**config.mk**
```make
export PLATFORM = sky130hd
export DESIGN_NAME = time_set_loader
export DESIGN_NICKNAME = d
export VERILOG_FILES = /design/src/rtl/clk_pkg.sv /design/src/rtl/time_set_loader.sv
export SDC_FILE = /design/constraint.sdc
export NUM_CORES = 1
export LEC_CHECK = 0
export BUFFER_PORTS_ARGS = -buffer_cell sky130_fd_sc_hd__buf_2
export CORE_AREA = 2 2 79 81
export DETAILED_ROUTE_END_ITERATION = 7
export DIE_AREA = 0 0 81 83
export PLACE_DENSITY_LB_ADDON = 0.15
export SYNTH_ARGS = -nofsm -noshare
export SYNTH_HDL_FRONTEND = slang
export SYNTH_SLANG_ARGS = --single-unit
```
**constraint.sdc**
```tcl
create_clock -name clk -period 4.9 [get_ports clk]
set_input_delay 1.225 -clock clk [delete_from_list [all_inputs] [get_ports clk]]
set_output_delay 1.225 -clock clk [all_outputs]
set_load 0.01 [all_outputs]
```
**src/rtl/clk_pkg.sv**
```systemverilog
// ============================================================================
// Module      : clk_pkg
// Description : Shared constants for the real-time clock and its load-port
//               master: load addresses, field limits and loader FSM states.
// Revision    : 1.0 - initial release
// ============================================================================
`default_nettype none

package clk_pkg;

    localparam logic [1:0] ADDR_SEC = 2'b00;
    localparam logic [1:0] ADDR_MIN = 2'b01;
    localparam logic [1:0] ADDR_HRS = 2'b10;

    localparam int MAX_SEC = 59;
    localparam int MAX_MIN = 59;
    localparam int MAX_HRS = 23;

    typedef enum logic [2:0] {
        ST_IDLE   = 3'd0,
        ST_WR_HRS = 3'd1,
        ST_GAP1   = 3'd2,
        ST_WR_MIN = 3'd3,
        ST_GAP2   = 3'd4,
        ST_WR_SEC = 3'd5,
        ST_FIN    = 3'd6
    } loader_state_e;

endpackage : clk_pkg

`default_nettype wire

```
**src/rtl/time_set_loader.sv**
```systemverilog
// ============================================================================
// Module      : time_set_loader
// Description : Range-checks one time-set request and writes hours, minutes,
//               then seconds onto the real-time clock's load bus.
// Revision    : 1.0 - initial release
// ============================================================================
`default_nettype none

module time_set_loader
    import clk_pkg::*;
#(
    parameter int GAP_CYCLES = 1
) (
    input  logic       clk,
    input  logic       reset,
    input  logic       start,
    input  logic [4:0] set_hours,
    input  logic [5:0] set_minutes,
    input  logic [5:0] set_seconds,
    output logic       busy,
    output logic       done,
    output logic       error,
    output logic       load,
    output logic [1:0] addrs,
    output logic [5:0] data_out
);

    localparam bit         C_NO_GAP   = (GAP_CYCLES == 0);
    localparam logic [3:0] C_GAP_LAST = 4'(GAP_CYCLES - 1);

    loader_state_e state_q;
    logic [3:0]    gap_cnt_q;
    logic [5:0]    min_q;
    logic [5:0]    sec_q;
    logic          busy_q;
    logic          done_q;
    logic          error_q;
    logic          load_q;
    logic [1:0]    addrs_q;
    logic [5:0]    data_q;

    logic          range_err_d;

    assign range_err_d = (set_hours   > 5'(MAX_HRS)) ||
                         (set_minutes > 6'(MAX_MIN)) ||
                         (set_seconds > 6'(MAX_SEC));

    // Hours are driven onto the bus in the cycle after latching, so only
    // minutes and seconds need holding registers.
    always_ff @(posedge clk or posedge reset) begin
        if (reset) begin
            state_q   <= ST_IDLE;
            gap_cnt_q <= 4'd0;
            min_q     <= 6'd0;
            sec_q     <= 6'd0;
            busy_q    <= 1'b0;
            done_q    <= 1'b0;
            error_q   <= 1'b0;
            load_q    <= 1'b0;
            addrs_q   <= 2'b00;
            data_q    <= 6'd0;
        end else begin
            done_q  <= 1'b0;
            error_q <= 1'b0;
            load_q  <= 1'b0;
            addrs_q <= 2'b00;
            data_q  <= 6'd0;

            case (state_q)
                ST_IDLE: begin
                    if (start) begin
                        min_q <= set_minutes;
                        sec_q <= set_seconds;
                        if (range_err_d) begin
                            error_q <= 1'b1;
                        end else begin
                            state_q <= ST_WR_HRS;
                            busy_q  <= 1'b1;
                            load_q  <= 1'b1;
                            addrs_q <= ADDR_HRS;
                            data_q  <= {1'b0, set_hours};
                        end
                    end
                end

                ST_WR_HRS: begin
                    if (C_NO_GAP) begin
                        state_q <= ST_WR_MIN;
                        load_q  <= 1'b1;
                        addrs_q <= ADDR_MIN;
                        data_q  <= min_q;
                    end else begin
                        state_q   <= ST_GAP1;
                        gap_cnt_q <= C_GAP_LAST;
                    end
                end

                ST_GAP1: begin
                    if (gap_cnt_q == 4'd0) begin
                        state_q <= ST_WR_MIN;
                        load_q  <= 1'b1;
                        addrs_q <= ADDR_MIN;
                        data_q  <= min_q;
                    end else begin
                        gap_cnt_q <= gap_cnt_q - 4'd1;
                    end
                end

                ST_WR_MIN: begin
                    if (C_NO_GAP) begin
                        state_q <= ST_WR_SEC;
                        load_q  <= 1'b1;
                        addrs_q <= ADDR_SEC;
                        data_q  <= sec_q;
                    end else begin
                        state_q   <= ST_GAP2;
                        gap_cnt_q <= C_GAP_LAST;
                    end
                end

                ST_GAP2: begin
                    if (gap_cnt_q == 4'd0) begin
                        state_q <= ST_WR_SEC;
                        load_q  <= 1'b1;
                        addrs_q <= ADDR_SEC;
                        data_q  <= sec_q;
                    end else begin
                        gap_cnt_q <= gap_cnt_q - 4'd1;
                    end
                end

                ST_WR_SEC: begin
                    state_q <= ST_FIN;
                    busy_q  <= 1'b0;
                    done_q  <= 1'b1;
                end

                ST_FIN: begin
                    state_q <= ST_IDLE;
                end

                default: begin
                    state_q <= ST_IDLE;
                    busy_q  <= 1'b0;
                end
            endcase
        end
    end

    assign busy     = busy_q;
    assign done     = done_q;
    assign error    = error_q;
    assign load     = load_q;
    assign addrs    = addrs_q;
    assign data_out = data_q;

endmodule : time_set_loader

`default_nettype wire
```
==> results of run 1 <==
[area by class of cell]
| type | instances | area [sq um] |
|---|---|---|
| Sequential cell | 31 | 775.7 |
| Inverter | 6 | 22.52 |
| Fill cell | 645 | 4058 |
| Clock buffer | 6 | 82.58 |
| Timing Repair Buffer | 32 | 162.7 |
| Tap cell | 75 | 93.84 |
| Multi-Input combinational cell | 95 | 585.6 |
| Clock inverter | 2 | 35.03 |
[cells in the final DEF, fill, tap and decap left out, types with 2 or more instances in the layout]
master and count:
nor3b_1 4, and4_1 2, inv_1 6, nand2_1 41, nor2_1 3, a22oi_1 2, nor2b_1 2, o211ai_1 2
a221o_1 5, buf_2 31, and3_1 5, o21ai_0 3, nand3_1 3, or3_1 3, clkbuf_8 6, dfrtp_1 31
[through the flow]
stage,setup WS [ns],hold WS [ns]
5_1_grt,2.302,0.5032
4_1_cts,2.352,0.4725
3_5_place_dp,2.057,0.4556
6_report,2.333,0.4685
3_3_place_gp,2.081,0.4611
2_1_floorplan,2.360,0.4364
[sequential cells by signal (all words and copies together) (netlist names)]
signal / count
load: 1
done: 1
busy: 1
data_out: 6
min_q: 6
addrs: 2
state_q: 3
gap_cnt_q: 4
sec_q: 6
error: 1
[critical path, delay by kind of cell]
| family | cells | cell delay, ns |
|---|---|---|
| AO/OA/AOI/OAI | 2 | 0.88 |
| buffers and inverters | 1 | 0.09 |
| AND/OR/NAND/NOR | 1 | 0.58 |
[kinds of logic after synthesis]
kind of cell             Yosys count  share of synthesized area [%]
XOR/XNOR                           1                         0.6158
adder cells (fa/ha/maj)            1                         0.8794
buffers and inverters             14                          4.749
flip-flops                        31                          54.53
AO/OA/AOI/OAI                     21                          13.02
AND/OR/NAND/NOR                   71                          25.51
multiplexers                       1                         0.7036
[cells in the mapped netlist, drive strengths merged]
cell / n
and3: 5
xor2: 1
nor3: 1
o21a: 1
or4b: 1
nand3: 3
a31oi: 1
or3: 3
nand4b: 1
o21bai: 1
nor4: 1
a22oi: 2
mux2i: 1
nor2: 3
a22o: 1
or3b: 1
nor3b: 4
nand2: 41
nor2b: 2
dfrtp: 31
o221ai: 1
o21ai: 3
a211oi: 1
o211ai: 2
a2111oi: 1
inv: 6
and4: 2
clkbuf: 6
nor4b: 2
a221o: 5
ha: 1
a32oi: 1
and2: 1
buf: 2
a21o: 1
[how the worst max path moves through the flow]
stage / depth (start not counted) / startpoint / end / slack (ns)
after floorplan: 4 / start / data_out[0] / 2.36
after global placement: 4 / start / data_out[3] / 2.08
after detailed placement: 4 / start / data_out[3] / 2.06
after CTS: 4 / start / data_out[3] / 2.35
after global routing: 4 / start / data_out[3] / 2.30
final: 4 / start / data_out[3] / 2.33
[report_power, final]
| group | total [mW] | internal [mW] | switching [mW] |
|---|---|---|---|
| clock | 0.260 | 0.164 | 0.0957 |
| sequential | 0.432 | 0.351 | 0.0805 |
| combinational | 0.282 | 0.123 | 0.159 |
| total | 0.974 | 0.638 | 0.336 |
[per-layer routing]
layer / vias to the layer above / share of wire (%) / GRT usage, % / wire length (microns)
met2: 22 / 47 / 16.75 / 1617
li1: 550 / - / - / -
met4: 0 / 0.94 / 4.160 / 32
met1: 554 / 48 / 14.97 / 1643
met5: - / 0 / 0 / 0
met3: 4 / 3.7 / 4.783 / 128
==> summary.txt, run 1 <==
clk sinks - 31
final setup vio count - 0
synthesized area - 1423 sq um
crit path capture type - flop
layout cells sized above 1 - 25.58%
Clock Pin Slew Worst Setup and Hold Paths - 0.07 ns
post-synth cell types - 35
core area - 5816 sq um
gr usage total - 11.44%
Yosys reg bits - 31
worst hold path class - reg -> reg
post-CTS sizing - 0
Layout area overhead - 23.57%
status - finished clean
number of buffers added on ports - 31
Critical Path AT - 2.78 ns
Vias/cell - 4.575
setup tns final - 0 ns
Cell Rows - 28
H-tree levels - 2
Initial Util - 24.46%
initial drt markers - 89
slew at the pin closest to its max-slew limit - 1.032 ns
clock latency on the worst-skew pair - 0.28 ns
Period minus WS final - 2.567 ns
largest net degree at the start of global routing - 32
Hold Path End - min_q[2]
crit path cell chain - buf_2, or4b_4, a2111oi_4, a221o_1
leakage dissipation - 0.8816 nW
share of the synthesized area in the top cell type - 54.53%
drt pass-1 iters - 4
CTS Buffer Depth - 2
flop2flop setup slack - 2.68 ns
Synth Area per Inst - 10.16 sq um
nets - 192
Total Wirelength - 3.422 mm
Die Area - 6723 sq um
RR Endpoint - data_out[3]
first-pass GRT wire length - 5.761 mm
wire per inst - 13.85 microns
Period Utilization, post-route - 52.39%
final std cells w/o fill - 247
routability congestion estimate - 0.7484
RR Startpoint - state_q[1]
hold buffers post-CTS - 0
Crit Path Category - in -> reg
Slowest-stage cell, CP - a2111oi_4
Max Cap Violations - 0
# diodes - 0
Clock Skew - 0.005882 ns
dpl cell area - 1640 sq um
CTS root buf - clkbuf_8
CP Max Fanout - 14
Chip Width - 81 microns
Hold Startpoint - min_q[2]
placed insts - 239
worst reg-to-reg path cell count - 3
P per Cell Area - 553.9 nW/um^2
cell type with the highest aggregate area in the netlist - dfrtp_1
hold depth - 2
DR vias - 1130
worst rel slew slack - 31.02%
Num CTS Buffers - 5
Detail Placement HPWL - 2.491 mm
crit start category - input port
peak supply drop - 0.0001902 V
Util after Layout - 30.23%
CTS tree - yes
Worst path max stage delay - 0.63 ns
I/O Pins - 32
maximum clock frequency - 389.5 MHz
Syn. warnings - 0
Area contributors post-synth - dfrtp_1 (55%), nand2_1 (11%), a221o_1 (3.5%), and3_1 (2.2%), nor3b_1 (2.1%)
Final Hold Vio Count - 0
Worst EP required - 5.12 ns
Post-Syn Nets - 161
vias in the first global route - 1180
Post-DRT Antenna Nets - 0
Final Max Slew Viols - 0
Die Y - 83 microns
Seq/Total Area, Yosys - 54.53%
Gate Count Post-Synth - 140
DRC violations left - 0
initial antenna violation count - 0
final instance area - 1758 sq um
final total power - 973.7 uW
RSZ-0062 raised after global routing - no
Post-CTS Setup Bufs - 0
grt ovf - 0
(Power assumes the default switching activity.)
==> run 2, diff against run 1 <==
- clock period: 4.9 -> 2.5 ns (I/O delays scaled with it)
==> run 2 against run 1 <==
Against the previous run: non-clock buffer count rose by 7; worst hold slack lost 0.057 ns; largest cell class unchanged; global-route usage up 0.059 points; routed wire length grew 0.44%; critical path type is now reg -> reg; via count grew 2.3%; largest power group unchanged; utilization rose by 0.90 points; highest routed layer unchanged.
==> summary.txt, run 2 (synthesis results as in run 1) <==
CTS root buf - clkbuf_8
Die Area - 6723 sq um
Logic pwr share - 34.9%
final total power - 1.954 mW
largest net degree at the start of global routing - 32
core area - 5816 sq um
DRC violations left - 0
final std cells w/o fill - 254
top routing layer in use - met4
Post-Route M1 WL - 1.544 mm
RSZ-0062 raised after global routing - no
CTS tree - yes
slew at the pin closest to its max-slew limit - 0.5806 ns
Sequential Power Share - 39.3%
number of buffers added on ports - 31
metal3 WL - 149 microns
worst rel slew slack - 61.29%
Clock Skew - 0.007003 ns
Total Wirelength - 3.437 mm
internal power - 1.300 mW
I/O Pins - 32
first-pass GRT wire length - 5.871 mm
gr usage total - 11.50%
Final Max Slew Viols - 0
crit start category - flop
Period Utilization, post-route - 79.02%
initial drt markers - 56
Die Y - 83 microns
fillers - 630
Switch Pwr - 653.8 uW
setup tns final - 0 ns
peak supply drop - 0.0003386 V
P per Cell Area - 1079 nW/um^2
routability congestion estimate - 0.7021
Clock Pin Slew Worst Setup and Hold Paths - 0.07 ns
crit path capture type - flop
nets - 199
hold buffers post-CTS - 0
layout cells sized above 1 - 28.49%
Initial Util - 24.46%
status - finished clean
drt pass-1 iters - 4
initial antenna violation count - 0
dpl cell area - 1693 sq um
H-tree levels - 2
Max Cap Violations - 0
Period minus WS final - 1.975 ns
CP Max Fanout - 14
Clk pwr share - 25.8%
# diodes - 0
worst hold path class - in -> async
Post-CTS Setup Bufs - 0
clock latency on the worst-skew pair - 0.28 ns
post-CTS sizing - 0
worst hold slack - 0.4112 ns
Cell Rows - 28
Crit Path Category - reg -> reg
grt ovf - 0
DR vias - 1156
Chip Width - 81 microns
most frequent cells in the layout - nand2_1 (41), dfrtp_1 (31), buf_2 (31)
most common cell after layout, fill and taps aside - nand2_1
Post-DRT Antenna Nets - 0
Vias/cell - 4.551
clk sinks - 31
vias in the first global route - 1218
Final Hold Vio Count - 0
wire per inst - 13.53 microns
maximum clock frequency - 506.2 MHz
Num CTS Buffers - 5
switching share of power - 33.46%
Detail Placement HPWL - 2.500 mm
Critical Path AT - 2.19 ns
placed insts - 246
Layout area overhead - 27.27%
final setup vio count - 0
Worst EP required - 2.71 ns
routed wl met2 - 1.705 mm
leakage dissipation - 0.9168 nW
final instance area - 1810 sq um
CTS Buffer Depth - 2
[run 2: final timing paths]
check                      startpoint  slack (ns)  cells after the start            to
max in group asynchronous       reset        1.80                      3      min_q[1]
min reg2reg                  min_q[4]        0.48                      2      min_q[4]
max                        state_q[2]        0.52                      3   data_out[3]
max reg2reg                state_q[2]        0.52                      3   data_out[3]
min                             reset        0.41                      3  gap_cnt_q[1]
min in group clk             min_q[4]        0.48                      2      min_q[4]
[run 2: power groups by stage]
stage / clock (mW) / combinational [mW] / sequential [mW]
floorplan: 0 / 0.426 / 0.805
global placement: 0 / 0.684 / 0.779
detailed placement: 0 / 0.696 / 0.780
CTS: 0.522 / 0.699 / 0.771
global route: 0.548 / 0.776 / 0.791
finish: 0.504 / 0.683 / 0.767
[run 2: per-layer routing]
metal / up-vias / GRT usage (%)
li1: 563 / -
met1: 555 / 14.60
met2: 34 / 18.18
met3: 4 / 3.587
met4: 0 / 4.160
met5: - / 0
[run 2: area by class of cell]
cell class | count | area (sq um) | area share [%]
inverters | 6 | 22.52 | 1.244
clock inverters | 2 | 35.03 | 1.935
repair buffers | 39 | 215.2 | 11.89
well taps | 75 | 93.84 | 5.183
multi-input cells | 95 | 585.6 | 32.34
clock buffers | 6 | 82.58 | 4.561
flip-flops and latches | 31 | 775.7 | 42.85
[run 2: critical path, cell delays in order, from the launching register on]
cell and delay (ns):
dfrtp_1 0.38, or4b_4 0.65, a2111oi_4 0.62, a221o_1 0.25
[run 2: metrics by stage]
| stage | setup slack, ns | utilization [%] |
|---|---|---|
| global route | 0.4363 | 31.13 |
| detailed placement | 0.2427 | 29.11 |
| global placement | 0.2833 | 29.11 |
| CTS | 0.5013 | 31.13 |
| finish | 0.5246 | 31.13 |
| floorplan | 0.5604 | - |
==> run 3, diff against run 2 <==
- clock period: 2.5 -> 1.8 ns (I/O delays scaled with it)
==> run 3 against run 2 <==
Against the previous run: critical path depth grew 3; sequential share of layout area shrank 0.47 points; power grew 39%; flip-flop and latch count is the same; global-route usage is essentially flat; routed wire length shrank 1.8%; clock skew shrank 0.0019 ns; sequential power grew 40%; combinational power grew 41%; fmax grew 21%; die area is the same; via count is essentially flat.
==> summary.txt, run 3 (synthesis results as in run 1) <==
status - finished clean
final setup vio count - 0
peak supply drop - 0.0005986 V
number of buffers added on ports - 31
Worst path max stage delay - 0.43 ns
RSZ-0062 raised after global routing - no
Crit Path Category - reg -> reg
clk sinks - 31
Num CTS Buffers - 5
Detail Placement HPWL - 2.527 mm
setup tns final - 0 ns
most common cell after layout, fill and taps aside - nand2_1
DRC violations left - 0
RR Startpoint - gap_cnt_q[1]
nets - 202
# diodes - 0
Total Wirelength - 3.375 mm
CTS tree - yes
worst hold path class - in -> async
P per Cell Area - 1484 nW/um^2
fillers - 655
most frequent cells in the layout - nand2_1 (41), dfrtp_1 (31), buf_2 (31)
multi-input logic area - 588.1 sq um
placed insts - 249
crit start category - flop
largest net degree at the start of global routing - 32
crit path cell chain - inv_1, ha_1, or3b_4, nor4_2, buf_4, a22o_1
gr usage total - 11.46%
Chip Width - 81 microns
Post-DRT Antenna Nets - 0
vias in the first global route - 1237
Clock Skew - 0.005123 ns
worst reg-to-reg path cell count - 6
final std cells w/o fill - 257
core area - 5816 sq um
wire per inst - 13.13 microns
crit path capture - data_out[5]
routability congestion estimate - 0.7466
Layout area overhead - 28.67%
Cell Rows - 28
Clock Pin Slew Worst Setup and Hold Paths - 0.07 ns
register area - 775.7 sq um
leakage dissipation - 0.9260 nW
H-tree levels - 2
Slowest-stage cell, CP - or3b_4
layout cells sized above 1 - 30.22%
Final Max Slew Viols - 0
first-pass GRT wire length - 5.885 mm
slew at the pin closest to its max-slew limit - 0.3961 ns
Die Area - 6723 sq um
Vias/cell - 4.502
drt pass-1 iters - 4
worst rel slew slack - 73.60%
Initial Util - 24.46%
CTS Buffer Depth - 2
CP Max Fanout - 8
initial drt markers - 67
Final Hold Vio Count - 0
Critical Path AT - 1.86 ns
I/O Pins - 32
flop2flop setup slack - 0.17 ns
grt ovf - 0
start point of the critical path - gap_cnt_q[1]
Period minus WS final - 1.632 ns
Worst EP required - 2.03 ns
crit path capture type - flop
Max Cap Violations - 0
hold buffers post-CTS - 0
RR Endpoint - data_out[5]
Die Y - 83 microns
initial antenna violation count - 0
clock latency on the worst-skew pair - 0.28 ns
maximum clock frequency - 612.8 MHz
DR vias - 1157
CTS root buf - clkbuf_8
Period Utilization, post-route - 90.67%
run 3: how the worst min path moves through the flow:
stage	from	depth (start not counted)	end	slack [ns]
after global routing	reset	3	addrs[1]	0.28
after global placement	min_q[0]	2	min_q[0]	0.46
after CTS	reset	3	addrs[1]	0.24
final	reset	3	addrs[1]	0.23
after detailed placement	min_q[4]	2	min_q[4]	0.46
after floorplan	min_q[2]	2	min_q[2]	0.44
run 3: final cells by class:
| class | count | share of cell area (%) |
|---|---|---|
| Clock inverter | 3 | 2.392 |
| Clock buffer | 5 | 3.759 |
| Inverter | 6 | 1.230 |
| Tap cell | 75 | 5.126 |
| Timing Repair Buffer | 42 | 12.99 |
| Multi-Input combinational cell | 95 | 32.13 |
| Sequential cell | 31 | 42.38 |
run 3: what timing repair did:
action,4_1_cts,5_1_grt
endpoints found under the hold margin,0,0
buffers inserted,0,0
gates resized for setup,0,1
endpoints found under the setup margin,0,8
run 3: worst max-delay path: cells and delay by family, from the launching register on:
kind                     cells  cell delay (ns)
buffers and inverters        2             0.27
AND/OR/NAND/NOR              2             0.57
AO/OA/AOI/OAI                1             0.15
adder cells (fa/ha/maj)      1             0.17
flip-flops                   1             0.41
run 3: power by group:
group          internal, mW  switching, mW  leakage, nW
clock network         0.412          0.269       0.0581
registers             0.958          0.114        0.401
logic                 0.411          0.552        0.467
run 3: layer usage:
layer	part of all wire [%]	track usage [%]	vias to the layer above
met3	4.2	3.587	8
met4	2.0	4.622	0
met1	43	14.28	557
met5	0	0	-
met2	51	18.18	25
li1	-	-	567
run 3: stage by stage:
step	worst slack, ns	power [mW]	util [%]	hold WS (ns)	instance area (sq um)
floorplan	0.005128	1.706	-	0.4364	1423
global placement	0.1439	2.051	29.50	0.4607	1715
detailed placement	0.1026	2.072	29.50	0.4566	1715
CTS	0.09192	2.767	31.43	0.2434	1828
global route	0.01217	2.940	31.48	0.2807	1831
finish	0.1680	2.716	31.48	0.2345	1831
